### config.mk
export PLATFORM = sky130hd
export DESIGN_NAME = mem_arbiter
export DESIGN_NICKNAME = d
export VERILOG_FILES = /design/src/rtl/mem_arbiter.sv
export SDC_FILE = /design/constraint.sdc
export NUM_CORES = 1
export LEC_CHECK = 0
export ABC_AREA = 0
export BUFFER_PORTS_ARGS = -buffer_cell sky130_fd_sc_hd__clkbuf_2
export CAP_MARGIN = 20
export CORE_MARGIN = 2
export CORE_UTILIZATION = 46
export CTS_BUF_LIST = sky130_fd_sc_hd__clkbuf_8
export DETAILED_ROUTE_END_ITERATION = 16
export PLACE_DENSITY_LB_ADDON = 0.12
export SETUP_SLACK_MARGIN = 0.1
export SLEW_MARGIN = 40
export SYNTH_ARGS = -nofsm -noshare
export SYNTH_HDL_FRONTEND = slang
export SYNTH_SLANG_ARGS = --single-unit
### constraint.sdc
create_clock -name CLK -period 5.2 [get_ports CLK]
set_clock_uncertainty 0.15 [all_clocks]
set_input_delay 0.26 -clock CLK [delete_from_list [all_inputs] [get_ports CLK]]
set_output_delay 0.26 -clock CLK [all_outputs]
set_load 0.02 [all_outputs]
### src/rtl/mem_arbiter.sv
// Shares one single-ported RAM between instruction fetch and data access.
// Data has priority; a streak counter forces an instruction grant to prevent starvation.
module mem_arbiter #(
  parameter int STARVE_LIMIT = 4,
  parameter int TIMEOUT      = 255
) (
  input  logic        CLK,
  input  logic        RST,
  input  logic        iREN,
  input  logic [31:0] iaddr,
  output logic        iwait,
  output logic [31:0] iload,
  input  logic        dREN,
  input  logic        dWEN,
  input  logic [31:0] daddr,
  input  logic [31:0] dstore,
  output logic        dwait,
  output logic [31:0] dload,
  output logic        ramREN,
  output logic        ramWEN,
  output logic [31:0] ramaddr,
  output logic [31:0] ramstore,
  input  logic [31:0] ramload,
  input  logic [1:0]  ramstate,
  output logic        merr
);

  typedef enum logic [1:0] {
    IDLE   = 2'd0,
    DGRANT = 2'd1,
    IGRANT = 2'd2
  } state_t;

  localparam logic [1:0]  RAM_ACCESS = 2'd2;
  localparam logic [1:0]  RAM_ERROR  = 2'd3;
  localparam logic [31:0] ERR_WORD   = 32'hBAD1BAD1;
  localparam logic [3:0]  STREAK_MAX = 4'(STARVE_LIMIT);
  localparam logic [7:0]  TCNT_LAST  = 8'(TIMEOUT - 1);

  state_t      state_q, state_d;
  logic [3:0]  streak_q, streak_d;
  logic [7:0]  tcnt_q, tcnt_d;
  logic [31:0] ramaddr_q, ramaddr_d;
  logic [31:0] ramstore_q, ramstore_d;
  logic [31:0] iload_q, iload_d;
  logic [31:0] dload_q, dload_d;
  logic        dreq;
  logic        abort;

  function automatic logic [3:0] sat_inc(input logic [3:0] v);
    return (v >= STREAK_MAX) ? STREAK_MAX : v + 4'd1;
  endfunction

  assign dreq  = dREN | dWEN;
  assign abort = (ramstate == RAM_ERROR) || (tcnt_q == TCNT_LAST);

  always_comb begin
    state_d    = state_q;
    streak_d   = streak_q;
    tcnt_d     = tcnt_q;
    ramaddr_d  = ramaddr_q;
    ramstore_d = ramstore_q;
    iload_d    = iload_q;
    dload_d    = dload_q;
    ramREN     = 1'b0;
    ramWEN     = 1'b0;
    iwait      = iREN;
    dwait      = dreq;
    merr       = 1'b0;

    case (state_q)
      IDLE: begin
        tcnt_d = 8'd0;
        if (dreq && !(iREN && streak_q == STREAK_MAX)) state_d = DGRANT;
        else if (iREN)                                 state_d = IGRANT;
      end

      DGRANT: begin
        ramaddr_d  = daddr;
        ramstore_d = dstore;
        if (!dreq) begin
          state_d = IDLE;
          tcnt_d  = 8'd0;
        end else begin
          ramWEN = dWEN;
          ramREN = dREN & ~dWEN;
          if (ramstate == RAM_ACCESS) begin
            dwait    = 1'b0;
            dload_d  = ramload;
            state_d  = IDLE;
            tcnt_d   = 8'd0;
            streak_d = iREN ? sat_inc(streak_q) : 4'd0;
          end else if (abort) begin
            dwait    = 1'b0;
            dload_d  = ERR_WORD;
            merr     = 1'b1;
            state_d  = IDLE;
            tcnt_d   = 8'd0;
            streak_d = 4'd0;
          end else begin
            tcnt_d = tcnt_q + 8'd1;
          end
        end
      end

      IGRANT: begin
        ramaddr_d = iaddr;
        if (!iREN) begin
          state_d = IDLE;
          tcnt_d  = 8'd0;
        end else begin
          ramREN = 1'b1;
          if (ramstate == RAM_ACCESS || abort) begin
            iwait    = 1'b0;
            iload_d  = (ramstate == RAM_ACCESS) ? ramload : ERR_WORD;
            merr     = (ramstate != RAM_ACCESS);
            state_d  = IDLE;
            tcnt_d   = 8'd0;
            streak_d = 4'd0;
          end else begin
            tcnt_d = tcnt_q + 8'd1;
          end
        end
      end

      default: state_d = IDLE;
    endcase

    // A reset cycle never completes or aborts anything and never drives the RAM.
    if (RST) begin
      ramREN  = 1'b0;
      ramWEN  = 1'b0;
      merr    = 1'b0;
      iwait   = iREN;
      dwait   = dreq;
      iload_d = iload_q;
      dload_d = dload_q;
    end
  end

  assign ramaddr  = ramaddr_d;
  assign ramstore = ramstore_d;
  assign iload    = iload_d;
  assign dload    = dload_d;

  always_ff @(posedge CLK) begin
    if (RST) begin
      state_q    <= IDLE;
      streak_q   <= 4'd0;
      tcnt_q     <= 8'd0;
      ramaddr_q  <= 32'd0;
      ramstore_q <= 32'd0;
      iload_q    <= 32'd0;
      dload_q    <= 32'd0;
    end else begin
      state_q    <= state_d;
      streak_q   <= streak_d;
      tcnt_q     <= tcnt_d;
      ramaddr_q  <= ramaddr_d;
      ramstore_q <= ramstore_d;
      iload_q    <= iload_d;
      dload_q    <= dload_d;
    end
  end

endmodule

Word level (Yosys, flattened, before mapping)
Cells that the tools add are included.

storage, ports and cells
  output and inout port bits = 133
  logic and storage cells = 94
  input bits = 135
  bits in registers = 142

operators by class
  eq/ne operators = 14
  reductions and logical operators = 10
  $add $sub $neg = 2
  bitwise gates (word level) = 3
  $lt $le $gt $ge = 1
  multiplexer cells = 57

operator list
  kind                   number
  $mux W32               11
  $pmux W32 S2           1
  $mux W8                5
  $mux W4                7
  $pmux W8 S3            1
  $mux W1                21
  $mux W2                7
  $ne A3 B3 Y1 const B   3
  $add A8 B1 Y8 const B  1
  $eq A8 B8 Y1 const B   1
  $ne A2 B2 Y1 const B   4
  $pmux W4 S2            1
  $eq A2 B2 Y1 const B   3
  $pmux W2 S3            1
  $reduce_and A5 Y1      1
  $add A4 B1 Y4 const B  1
  $eq A4 B3 Y1 const B   1
  $ge A4 B3 Y1 const B   1
  $ne A4 B4 Y1 const B   1
  $pmux W1 S2            2
  $reduce_and A3 Y1      1
  $reduce_bool A3 Y1     1
  $eq A2 B1 Y1 const B   1
  $logic_and A1 B1 Y1    2
  7 further kinds        8

Depth between registers and ports, before layout
  depth after elaboration = 7
  mapped depth = 9
  depth with buffers taken out = 6

Least setup slack after synthesis
No wires, ideal clock.

  kind = flip-flop to output port
  start point = register tcnt_q[1]
  end point = output port merr
  arrival = 2.197 ns
  buffers on the path = 1
  stages on the path, launching flop included = 6
  setup slack = 2.593 ns
  cell sequence = dfxtp_1 > ha_1 > and4_1 > a21oi_2 > clkbuf_1 > a2111oi_0

on the way
  cells in the longest elaborated chain, start to end = 7
  elaborated cells between the ends (all ways) = 10
  classes of those cells = eq/ne (1); mux (7); reduce/logical (2)

ends and longest elaborated chain
  item                                                  line     source
  start, declared                                       42       logic [7:0] tcnt_q, tcnt_d;
  start signal, assigned                                158      tcnt_q <= tcnt_d;
  $eq A8 B8 Y1 *                                        55       assign abort = (ramstate == RAM_ERROR) || (tcnt_q == TCNT_LAST);
  $logic_or A1 B1 Y1 *                                  55
  $mux W1 / $logic_or A1 B1 Y1 (equally long branches)  93, 113
  $mux W1, on equally long branches                     87, 113
  $mux W1, on equally long branches                     81, 108
  $pmux W1 S2 *                                         71       case (state_q)
  $mux W1 *                                             130      if (RST) begin
  end, declared                                         25       output logic merr

Every way passes the cells marked *; elsewhere a longest branch is shown, timed or not.

Final worst setup path
  start point = register state_q[0]
  end point = output port iload[23]

on the way
  cells in the longest elaborated chain, start to end = 3

ends and longest elaborated chain
  item                    line  source
  start, declared         40    state_t state_q, state_d;
  start signal, assigned  156   state_q <= state_d;
  $eq A2 B2 Y1            71
  $mux W32                71
  $mux W32                130
  end, declared           12    output logic [31:0] iload,

Every way passes these cells.

==> metrics.cfg <==
[run_status]
status = finished clean

[routing]
route.vias.total = 6990
drc_errors = 0
ant_nets = 0
drt-total-wl_microns = 20800
post_drt_wl_per_cell_microns = 16.5
first_pass_iters = 5
routed_via_density = 5.56
drtIter0Drc = 565

[power]
max-vdd-ir-drop_mv = 0.249
power_mw = 3.07
power_density_mw_per_mm2 = 336
p_leak_nw = 3.83

[logic_synthesis]
synth_area_leaders = dfxtp_1, a21oi_1, nor2b_1
synth_area_leader_cell = dfxtp_1
synth_cells = 778
synth-seq-cells = 142
synth-seq-area-share_pct = 42.4
synth_top_area_share_pct = 42.4
netlist_area_sq_mm = 0.00671
ys.warnings.count = 0
synth_area_per_cell_sq_um = 8.62
synth_cell_types = 52
syn_nets = 921

[die]
rows = 44
fp.dieH_microns = 125
io_pins = 268
die_w_microns = 125
dieArea_sq_mm = 0.0156
coreArea_sq_mm = 0.0144
initial_utilization_pct = 46.7

[critical_path]
crit_path_cell_trace = inv_1 -> ha_1 -> buf_4 -> nand2_1 -> buf_4 -> nor2_2 -> nand2_1 -> o22a_1 -> clkbuf_2
startpoint = state_q[0]
crit_path_end_kind = primary output
crit_end = iload[23]
arrival_ns = 3.47
path_buf_inv = 4
cp.depth = 9
worst-setup-path-type = reg2out
r2r_setup_slack_ns = 1.93
required_ns = 4.79
cp_top_family = simple AND/OR/NAND/NOR gates
cp_slowest_cell = nand2_1
critPathMaxFanout = 38
reg2reg_depth = 7
cp-start-kind = flip-flop
r2r-start = state_q[1]
r2r-end = tcnt_q[5]
slowest_delay_ns = 0.62

[clock_network]
cts_tree = yes
cts_resized = 0
ctsRootBufferMaster = clkbuf_8
clk_pin_slew_ns = 0.08
cts_made_buffers = 17
htreeDepth = 4
clock_latency_ns = 0.45
cts_sinks = 142
cts_buffer_depth = 2

[sta]
finalCritPeriodShare_pct = 74.7
fin_tns_setup_ns = 0
slew_viol_final = 0
worstMarginPinSlew_ns = 0.885
finalHoldViolations = 0
maxSlewHeadroom_pct = 40.6
hold_slack_ns = 0.0302
fmax_mhz = 258
setup_violations = 0
fin_crit_ns = 3.88
rsz0062_at_grt = false
setup_slack_ns = 1.32

[placement]
placed_cells = 1166
hpwl_microns = 13200
place_area_sq_mm = 0.00809
place_ws_ns = 1.86
portBuffers = 267
globalplace.congestion = 0.809

[global_routing]
grt_overflow = 0
grt_max_degree = 77
grt_pass1_vias = 6587
antenna_found_initial = 0
grt_pass1_wl_microns = 33200
gr-usage-all-layers_pct = 25.9

[cells_and_area]
final_cells = 1257
antennaDiodeCount = 0
utilization_pct = 63.6
fin_area_sq_mm = 0.00914
drive_gt1_share_pct = 32.2
area_growth_pct = 36.2
nets = 1203

[min_path]
holdCritPathClass = in2reg

[flow_run]
cap_violations = 0

-- placed cells by master (no fill, tap or decap), types with 2 or more instances in the layout --
master         synthesis  routed
a211oi_1              16      16
a21oi_1              103     103
a22oi_1               33      33
a2bb2oi_1              2       2
a31oi_1                6       6
a32o_1                28      28
and2_1                 4       4
buf_4                  1      11
bufinv_16              0       4
clkbuf_2               0     266
clkbuf_8               0      22
clkinvlp_4             0       3
dfxtp_1              142     142
dlygate4sd3_1          0      59
ha_1                   8       6
ha_2                   0       2
inv_1                  6       8
mux2_1                 6       6
mux2_2                26      26
nand2_1               29      29
nand2_2                2       2
nand2b_1               5       5
nand3_1               24      24
nand4_1                3       3
nor2_1                75      73
nor2_2                 1       3
nor2b_1               68      67
nor3_1                24      24
o21ai_0                6       6
o21ai_1               28      28
o22a_1                 6       6
o2bb2ai_1             28      28
or4b_1                 4       4
-- power breakdown --
| part | total, mW | internal (mW) | switching (mW) |
|---|---|---|---|
| logic | 0.858 | 0.331 | 0.527 |
| clock network | 1.02 | 0.585 | 0.431 |
| registers | 1.20 | 1.17 | 0.0268 |
| total | 3.07 | 2.08 | 0.985 |
-- worst reg2reg max path, cell delays in order, from the launching register on --
cell	delay [ns]
dfxtp_1	0.33
inv_1	0.10
ha_2	0.66
buf_4	0.55
o211ai_1	0.22
a221oi_4	0.53
or4b_1	0.47
a31oi_1	0.18
-- cells by family (layout without fill, tap and decap cells) --
family | count (synthesis) | count (layout) | share of synthesized area (%)
simple gates | 247 | 247 | 18.7
flops | 142 | 142 | 42.4
compound gates | 269 | 269 | 27.1
fa+ha+maj | 8 | 8 | 1.49
buf+inv | 80 | 375 | 4.96
mux | 32 | 32 | 5.37
-- cell usage after synthesis, drive strengths merged --
master   number
o21ai        34
a211oi       16
nand2b        5
o41ai         1
nand3b        1
a2111oi       1
mux2         32
nand2        31
a311oi        1
nand3        24
and2          4
o211ai        1
o22a          6
a22oi        34
a32o         28
o2bb2ai      28
o21a          1
o31a          1
nor4b         1
ha            8
a2bb2oi       2
nor3         24
a21o          1
o31ai         1
nand4         3
a31oi         6
nor2         76
nand4bb       1
a221oi        2
or2           1
clkbuf       44
or4b          4
buf          30
and3          1
inv           6
nand4b        1
a21oi       104
nor3b         1
a22o          1
and4          1
nor2b        68
dfxtp       142
-- sequential cells by signal, indices dropped and copies added (netlist names) --
signal / cells
tcnt_q: 8
ramstore_q: 32
dload_q: 32
streak_q: 4
state_q: 2
iload_q: 32
ramaddr_q: 32
-- metal layers --
layer	track usage (%)	up-vias	wire, microns
met4	8.26	0	321
met3	6.44	30	1340
met5	0	-	0
met1	34.2	3296	9070
li1	-	3399	-
met2	41.6	265	10000
-- layout make-up --
type | instances | area (sq um)
timing repair buffer | 337 | 2030
inverter | 6 | 22.5
fill | 1238 | 5230
multi-input combinational | 556 | 3550
tap | 184 | 230
clock buffer | 22 | 303
sequential | 142 | 2840
clock inverter | 10 | 159
-- worst min path at each step --
stage                start              to  slack [ns]  cells after the start
2_1_floorplan  ramload[10]     iload_q[10]        0.25                      2
3_3_place_gp   dload_q[21]     dload_q[21]        0.32                      2
3_5_place_dp    dload_q[2]      dload_q[2]        0.32                      2
4_1_cts         dstore[10]  ramstore_q[10]       0.002                      3
5_1_grt         dstore[10]  ramstore_q[10]        0.01                      3
6_report        dstore[21]  ramstore_q[21]        0.03                      3
-- what timing repair did --
item / in CTS / in global routing
setup endpoints to repair: 0 / 0
setup buffers: 0 / 0
endpoints found under the hold margin: 76 / 0
hold buffers: 59 / 0
(Power assumes the default switching activity.)
